`config.mk`:
```
export PLATFORM = sky130hd
export DESIGN_NAME = laser_controller
export DESIGN_NICKNAME = d
export VERILOG_FILES = /design/src/rtl/laser_controller.sv
export SDC_FILE = /design/constraint.sdc
export NUM_CORES = 1
export LEC_CHECK = 0
export CAP_MARGIN = 25
export CORE_ASPECT_RATIO = 2
export CORE_MARGIN = 4
export CORE_UTILIZATION = 45
export CTS_CLUSTER_SIZE = 14
export DETAILED_ROUTE_END_ITERATION = 6
export HOLD_SLACK_MARGIN = 0.08
export PLACE_DENSITY_LB_ADDON = 0.15
export SLEW_MARGIN = 20
export SYNTH_ARGS = -nofsm -noshare
export SYNTH_HDL_FRONTEND = slang
export SYNTH_SLANG_ARGS = --single-unit
```
`constraint.sdc`:
```
create_clock -name clock -period 2.5 [get_ports clock]
set_input_delay 0.5 -clock clock [delete_from_list [all_inputs] [get_ports clock]]
set_output_delay 0.5 -clock clock [all_outputs]
set_load 0.005 [all_outputs]
```
`src/rtl/laser_controller.sv`:
```
// laser_controller: launches a single laser pixel from the rocket position and steps it up the screen.
// Each step draws, waits a tick, erases, then moves. A kill request can end the flight early.
`default_nettype none

module laser_controller #(
  parameter int         TICK_DIV     = 833333,
  parameter logic [2:0] LASER_COLOUR = 3'b111
) (
  input  logic       clock,
  input  logic       reset,
  input  logic       enable,
  input  logic       fire,
  input  logic [7:0] rocketx,
  input  logic [6:0] rockety,
  input  logic       destroy_laser,
  output logic [7:0] laser_x,
  output logic [6:0] laser_y,
  output logic       laser_active,
  output logic       laser_move_done,
  output logic       laser_destroyed,
  output logic       plot,
  output logic [7:0] plot_x,
  output logic [6:0] plot_y,
  output logic [2:0] plot_colour
);

  localparam logic [19:0] C_TICK_LAST = 20'(TICK_DIV - 1);

  typedef enum logic [2:0] {
    S_IDLE  = 3'd0,
    S_DRAW  = 3'd1,
    S_WAIT  = 3'd2,
    S_ERASE = 3'd3,
    S_MOVE  = 3'd4,
    S_DONE  = 3'd5,
    S_KILL  = 3'd6
  } state_t;

  state_t      r_state, w_state_next;
  logic [19:0] r_tick, w_tick_next;
  logic        r_kill_pending, w_kill_pending_next;
  logic        r_fire_q;
  logic [7:0]  r_laser_x, w_laser_x_next;
  logic [6:0]  r_laser_y, w_laser_y_next;
  logic        w_launch;

  // Rising edge of the fire button only, so a held button cannot relaunch.
  assign w_launch = fire & ~r_fire_q & enable;

  always_ff @(posedge clock) begin
    if (reset) begin
      r_state        <= S_IDLE;
      r_tick         <= 20'd0;
      r_kill_pending <= 1'b0;
      r_fire_q       <= 1'b0;
      r_laser_x      <= 8'd0;
      r_laser_y      <= 7'd0;
    end else begin
      r_state        <= w_state_next;
      r_tick         <= w_tick_next;
      r_kill_pending <= w_kill_pending_next;
      r_fire_q       <= fire;
      r_laser_x      <= w_laser_x_next;
      r_laser_y      <= w_laser_y_next;
    end
  end

  always_comb begin
    w_state_next        = r_state;
    w_tick_next         = r_tick;
    w_kill_pending_next = r_kill_pending;
    w_laser_x_next      = r_laser_x;
    w_laser_y_next      = r_laser_y;
    laser_active        = 1'b0;
    laser_move_done     = 1'b0;
    laser_destroyed     = 1'b0;
    plot                = 1'b0;
    plot_colour         = 3'd0;

    case (r_state)
      S_IDLE: begin
        w_kill_pending_next = 1'b0;
        if (w_launch) begin
          if (rockety != 7'd0) begin
            w_laser_x_next = rocketx;
            w_laser_y_next = rockety - 7'd1;
            w_state_next   = S_DRAW;
          end else begin
            w_state_next = S_DONE;
          end
        end
      end
      S_DRAW: begin
        laser_active = 1'b1;
        plot         = 1'b1;
        plot_colour  = LASER_COLOUR;
        w_tick_next  = 20'd0;
        if (destroy_laser) w_kill_pending_next = 1'b1;
        w_state_next = S_WAIT;
      end
      S_WAIT: begin
        laser_active = 1'b1;
        w_tick_next  = r_tick + 20'd1;
        // A kill, fresh or deferred, beats the step tick.
        if (destroy_laser || r_kill_pending) begin
          w_kill_pending_next = 1'b0;
          w_state_next        = S_KILL;
        end else if (r_tick == C_TICK_LAST) begin
          w_state_next = S_ERASE;
        end
      end
      S_ERASE: begin
        laser_active = 1'b1;
        plot         = 1'b1;
        if (r_laser_y == 7'd0) begin
          w_kill_pending_next = 1'b0;
          w_state_next        = S_DONE;
        end else begin
          if (destroy_laser) w_kill_pending_next = 1'b1;
          w_state_next = S_MOVE;
        end
      end
      S_MOVE: begin
        laser_active   = 1'b1;
        w_laser_y_next = r_laser_y - 7'd1;
        if (destroy_laser) w_kill_pending_next = 1'b1;
        w_state_next   = S_DRAW;
      end
      S_DONE: begin
        laser_move_done = 1'b1;
        w_state_next    = S_IDLE;
      end
      S_KILL: begin
        laser_active        = 1'b1;
        plot                = 1'b1;
        laser_destroyed     = 1'b1;
        w_kill_pending_next = 1'b0;
        w_state_next        = S_IDLE;
      end
      default: w_state_next = S_IDLE;
    endcase
  end

  assign laser_x = r_laser_x;
  assign laser_y = r_laser_y;
  assign plot_x  = r_laser_x;
  assign plot_y  = r_laser_y;

endmodule

`default_nettype wire

```
### Yosys cells after proc, flatten, opt, wreduce, memory -nomap -nowiden

Index checks and enable logic that the tools add are counted.

| storage, ports and cells | value |
|---|---|
| register bits | 40 |
| latch bits | 0 |
| bits in writable memories | 0 |
| bits in read-only memories | 0 |
| word-level logic and storage cells | 57 |
| memories | 0 |

| cells by class | value |
|---|---|
| $add $sub $neg | 3 |
| multiply operators | 0 |
| divide/modulo/power cells | 0 |
| $lt $le $gt $ge | 0 |
| equal/unequal tests | 11 |
| shift operators | 0 |
| mux-type cells | 19 |
| bitwise operators | 3 |
| reductions and logical operators | 15 |

Operators with widths:

| operator | count |
|---|---|
| case mux 20 bit (2 select lines) | 1 |
| adder 20 x 1 -> 20 bit, second input constant | 1 |
| == test 20 bit, second input constant | 1 |
| two-way mux 3 bit | 5 |
| case mux 3 bit (5 select lines) | 1 |
| two-way mux 7 bit | 2 |
| case mux 7 bit (2 select lines) | 1 |
| subtractor 7 x 1 -> 7 bit, second input constant | 2 |
| == test 3 bit, second input constant | 3 |
| two-way mux 1 bit | 8 |
| zero test 7 bit | 1 |
| nonzero test 7 bit | 1 |
| == test 3 x 2 -> 1 bit, second input constant | 2 |
| != test 2 bit, second input constant | 3 |
| AND reduction 3 bit | 2 |
| OR reduction 5 bit | 1 |
| case mux 1 bit (4 select lines) | 1 |
| AND reduction 2 bit | 2 |
| nonzero test 2 bit | 2 |
| nonzero test 4 bit | 1 |
| OR reduction 2 bit | 2 |
| == test 3 x 1 -> 1 bit, second input constant | 1 |
| zero test 3 bit | 1 |
| != test 3 bit, second input constant | 1 |
| other kinds (4) | 5 |

### Depth between registers and ports, before layout

| depth | value |
|---|---|
| depth after elaboration | 5 |
| gate-level depth with buffers | 8 |
| mapped depth without buffers | 7 |

### Least setup slack after synthesis

OpenSTA, ideal clock, no wires.

| timing | value |
|---|---|
| path type | register to register |
| from | reg r_state[2] |
| to | reg r_laser_y[6], in the netlist laser_y[6] |
| library setup time | 0.132 ns |
| arrival time | 2.369 ns |
| required time | 2.368 ns |
| slack | -0.001 ns |
| cell stages (with the launch flop) | 9 |
| path buffers | 1 |
| period minus slack after synthesis | 2.501 ns |
| path through | dfxtp_1 or3b_1 clkbuf_1 mux2i_1 ha_1 nand4bb_1 or4b_2 o211ai_1 a21oi_1 |

| between the ends | value |
|---|---|
| cells in the longest elaborated chain, start to end | 3 |

Ends and longest elaborated chain:

| element | RTL line | source |
|---|---|---|
| start: declaration | 39 | `state_t r_state, w_state_next;` |
| start signal: assignment | 59 | `r_state <= w_state_next;` |
| == test 3 bit or zero test 3 bit (tied branches) | 80 | `case (r_state)` |
| nonzero test 2 bit (no line) or != test 2 bit (tied branches) | -- |  |
| AND reduction 3 bit (no line) | -- |  |
| end signal: assignment | 64 | `r_laser_y <= w_laser_y_next;` |
| end: declaration | 44 | `logic [6:0] r_laser_y, w_laser_y_next;` |

Parallel ways exist; a longest one is shown, timed or not.
A chain may end at the register's enable or synchronous reset.

### Final worst setup path

| timing | value |
|---|---|
| from | reg r_state[2] |
| to | out plot_colour[1] |

| between the ends | value |
|---|---|
| cells in the longest elaborated chain, start to end | 2 |

Ends and longest elaborated chain:

| element | RTL line | source |
|---|---|---|
| == test 3 x 1 -> 1 bit | 80 |  |
| two-way mux 3 bit | 80 |  |
| end: declaration | 24 | `output logic [2:0] plot_colour` |

Every way passes these cells.

==> impl_metrics.tcl <==
set metrics [dict create \
    status "finished, final reports clean" \
    drc 0 \
    areaGrowthSynthToFinish_pct 26.9 \
    wire_per_inst_um 17.7 \
    cap_violations 0 \
    crit_buf_inv 3 \
    drtIter0Drc 75 \
    postRouteAntennaNets 0 \
    slew_headroom_pct 62.7 \
    dr.pass1.iters 4 \
    cts_buffers 5 \
    yosys.area_share.simple_pct 30.1 \
    cp.depth 4 \
    worstSetupStartpointType "flip-flop" \
    die_area_um2 6670 \
    setup_viol 0 \
    synth_cells 290 \
    die_y_um 112 \
    synth_flop_cell "dfxtp_1" \
    routed_wirelength_mm 7.00 \
    clock_sinks 40 \
    slowest_stage "clkdlybuf4s50_1" \
    routed_via_density 6.23 \
    finalHoldViolations 0 \
    ys_ff_latch 40 \
    io_buffers 56 \
    synth_compound_area_share_pct 18.4 \
    grt_pass1_vias 2428 \
    synth_xor_area_share_pct 1.09 \
    synth_top_family_by_area "simple AND/OR/NAND/NOR gates" \
    avgSynthCellArea_um2 8.32 \
    fin_crit_sh_pct 96.8 \
    path_clk_slew_ns 0.09 \
    cts_tree "built" \
    synth_async_sr_flop_share_pct 0 \
    cp_top_family "buffers and inverters" \
    yosys_warnings 0 \
    finClkSkew_ns 0.0120 \
    grt_max_degree 30 \
    critical_path_required_ns 2.00 \
    r2r_slack_ns 0.13 \
    crit_type "flip-flop to primary output" \
    coreArea_um2 5180 \
    start_util_pct 46.5 \
    crit_chain "buf_4 > or3b_2 > inv_1 > clkdlybuf4s50_1" \
    ir_drop_mv 0.445 \
    worst_pin_slew_ns 0.557 \
    pre_cts_ws_ns 0.0222 \
    clock.fmax_ghz 0.413 \
    num_rows 37 \
    synthMuxAreaShare_pct 4.61 \
    rr_worst_depth 7 \
    drive_above_1_share_pct 11.8 \
    rr_startpoint "r_state[0]" \
    nets 361 \
    rsz0062_at_grt "false" \
    grtUsageTotal_pct 22.1 \
    vias 2467 \
    tns_ns 0 \
    synth_area_um2 2410 \
    ios 57 \
    synthesis.nets 313 \
    ys_seq_area_share_pct 33.2 \
    min_to "r_tick[8]" \
    min_path_cells 2 \
    synthAdderAreaFrac_pct 1.56 \
    die_x_um 59.8 \
    worstPathMaxFanout 16 \
    fillers 491 \
    fin_ws_ns 0.0806 \
    grt_pass1_wl_mm 11.3 \
    whs_ns 0.511 \
    hp-start "r_tick[8]" \
    clock_latency_ns 0.31 \
    ys_types 54 \
    fin_crit_ns 2.42 \
    max_stage_delay_ns 0.51 \
    worst_setup_path_end_kind "primary output" \
    htree_num_levels 2 \
    hold_path.class "flip-flop to flip-flop" \
    timing.rr.end "laser_y[6]" \
    dp_hpwl_mm 5.25 \
    p_leak_nw 1.05 \
    n_antenna_cell 0 \
    arrival_ns 1.92 \
    drv_slew 0 \
    overflow 0 \
    synth_edf_count 0 \
    cts-root-buf "clkbuf_8" \
    power_density_nw_per_um2 678 \
    antenna_found_initial 0 \
    gp_congestion 0.905 \
    cts_buffer_depth 2 \
]
==> worst min-delay path, stage by stage, from the launching register on <==
cell and delay, ns:
dfxtp_1 0.33, o21ai_0 0.08, a21oi_1 0.06
==> power by group <==
| group | total (mW) | internal (mW) | switching (mW) |
|---|---|---|---|
| clock | 0.485 | 0.246 | 0.239 |
| combinational | 0.841 | 0.423 | 0.418 |
| sequential | 0.750 | 0.691 | 0.0586 |
| total | 2.08 | 1.36 | 0.716 |
==> layout by cell type (no fill, tap or decap), drive strengths merged, types with 7 or more instances in the layout <==
cell / instances
nor4: 7
nand4: 7
mux2i: 10
a21oi: 25
clkbuf: 7
clkdlybuf4s50: 56
nand2: 14
nand3: 11
nor3: 9
inv: 7
o211ai: 11
nor2: 21
dfxtp: 40
or3: 13
buf: 21
==> flip-flops by register name, indices dropped and copies added (netlist names) <==
signal / count
laser_x: 8
laser_y: 7
r_fire_q: 1
r_kill_pending: 1
r_state: 3
r_tick: 20
==> repair_timing <==
item	in CTS	in global routing
hold buffers	0	0
gates resized for setup	0	1
setup buffers	0	2
endpoints found under the setup margin	0	3
==> how the worst max path moves through the flow <==
stage | slack (ns) | endpoint | start
final | 0.08 | plot_colour[1] | r_state[2]
after CTS | 0.02 | plot_colour[1] | r_state[0]
after global routing | 0.005 | plot_colour[2] | r_state[2]
after floorplan | 0.04 | laser_y[6] | r_state[2]
after global placement | 0.07 | laser_y[6] | rockety[0]
after detailed placement | 0.02 | laser_y[6] | rockety[0]
==> cell usage after synthesis (all sizes together), types with 3 or more instances <==
cell    number  share of area [%]
dfxtp       40                 33
o32ai        3                1.1
nor2        21                3.3
buf         25                7.5
inv          7                1.1
nor3         9                1.9
mux2i       10                4.1
clkbuf      11                2.5
o21ai        5                1.0
a211oi       3               0.93
or4          5                1.6
nand4        7                1.8
nor4         7                1.8
nand3       11                2.3
or3b         4                1.5
a21oi       25                5.2
nand4b       3                1.1
nand2       14                2.2
and3         4                1.0
a31oi        5                1.3
or2          5                1.3
or3         13                3.5
o211ai      11                3.4
ha           3                1.6
and4         5                1.8
==> cell type report <==
class                   instances  area, um^2  area share [%]
clock buffers                   7        96.3            3.15
inverters                       7        26.3           0.858
multi-input cells             207        1350            43.9
flip-flops and latches         40         801            26.1
well taps                      58        72.6            2.37
repair buffers                 77         722            23.6
==> per-layer routing <==
metal / GRT usage, % / part of all wire [%]
met5: 0 / 0
met4: 16.0 / 6.2
met3: 3.94 / 4.3
met2: 38.9 / 54
met1: 21.7 / 36
==> stage by stage <==
stage | instances | instance area, um^2 | power, mW | util [%]
finish | 396 | 3060 | 2.08 | 59.1
floorplan | 290 | 2410 | 1.25 | -
detailed placement | 387 | 2950 | 1.58 | 56.9
global route | 396 | 3060 | 2.19 | 59.1
global placement | 387 | 2950 | 1.58 | 56.9
CTS | 394 | 3040 | 2.07 | 58.7
==> cells by family (layout without fill, tap and decap cells) <==
logic type,after synthesis,after routing
compound gates,67,67
mux,11,11
fa+ha+maj,3,3
flops,40,40
simple gates,123,123
buf+inv,43,91
xor+xnor,3,3
Note: power is estimated with default switching activity, not from simulation.
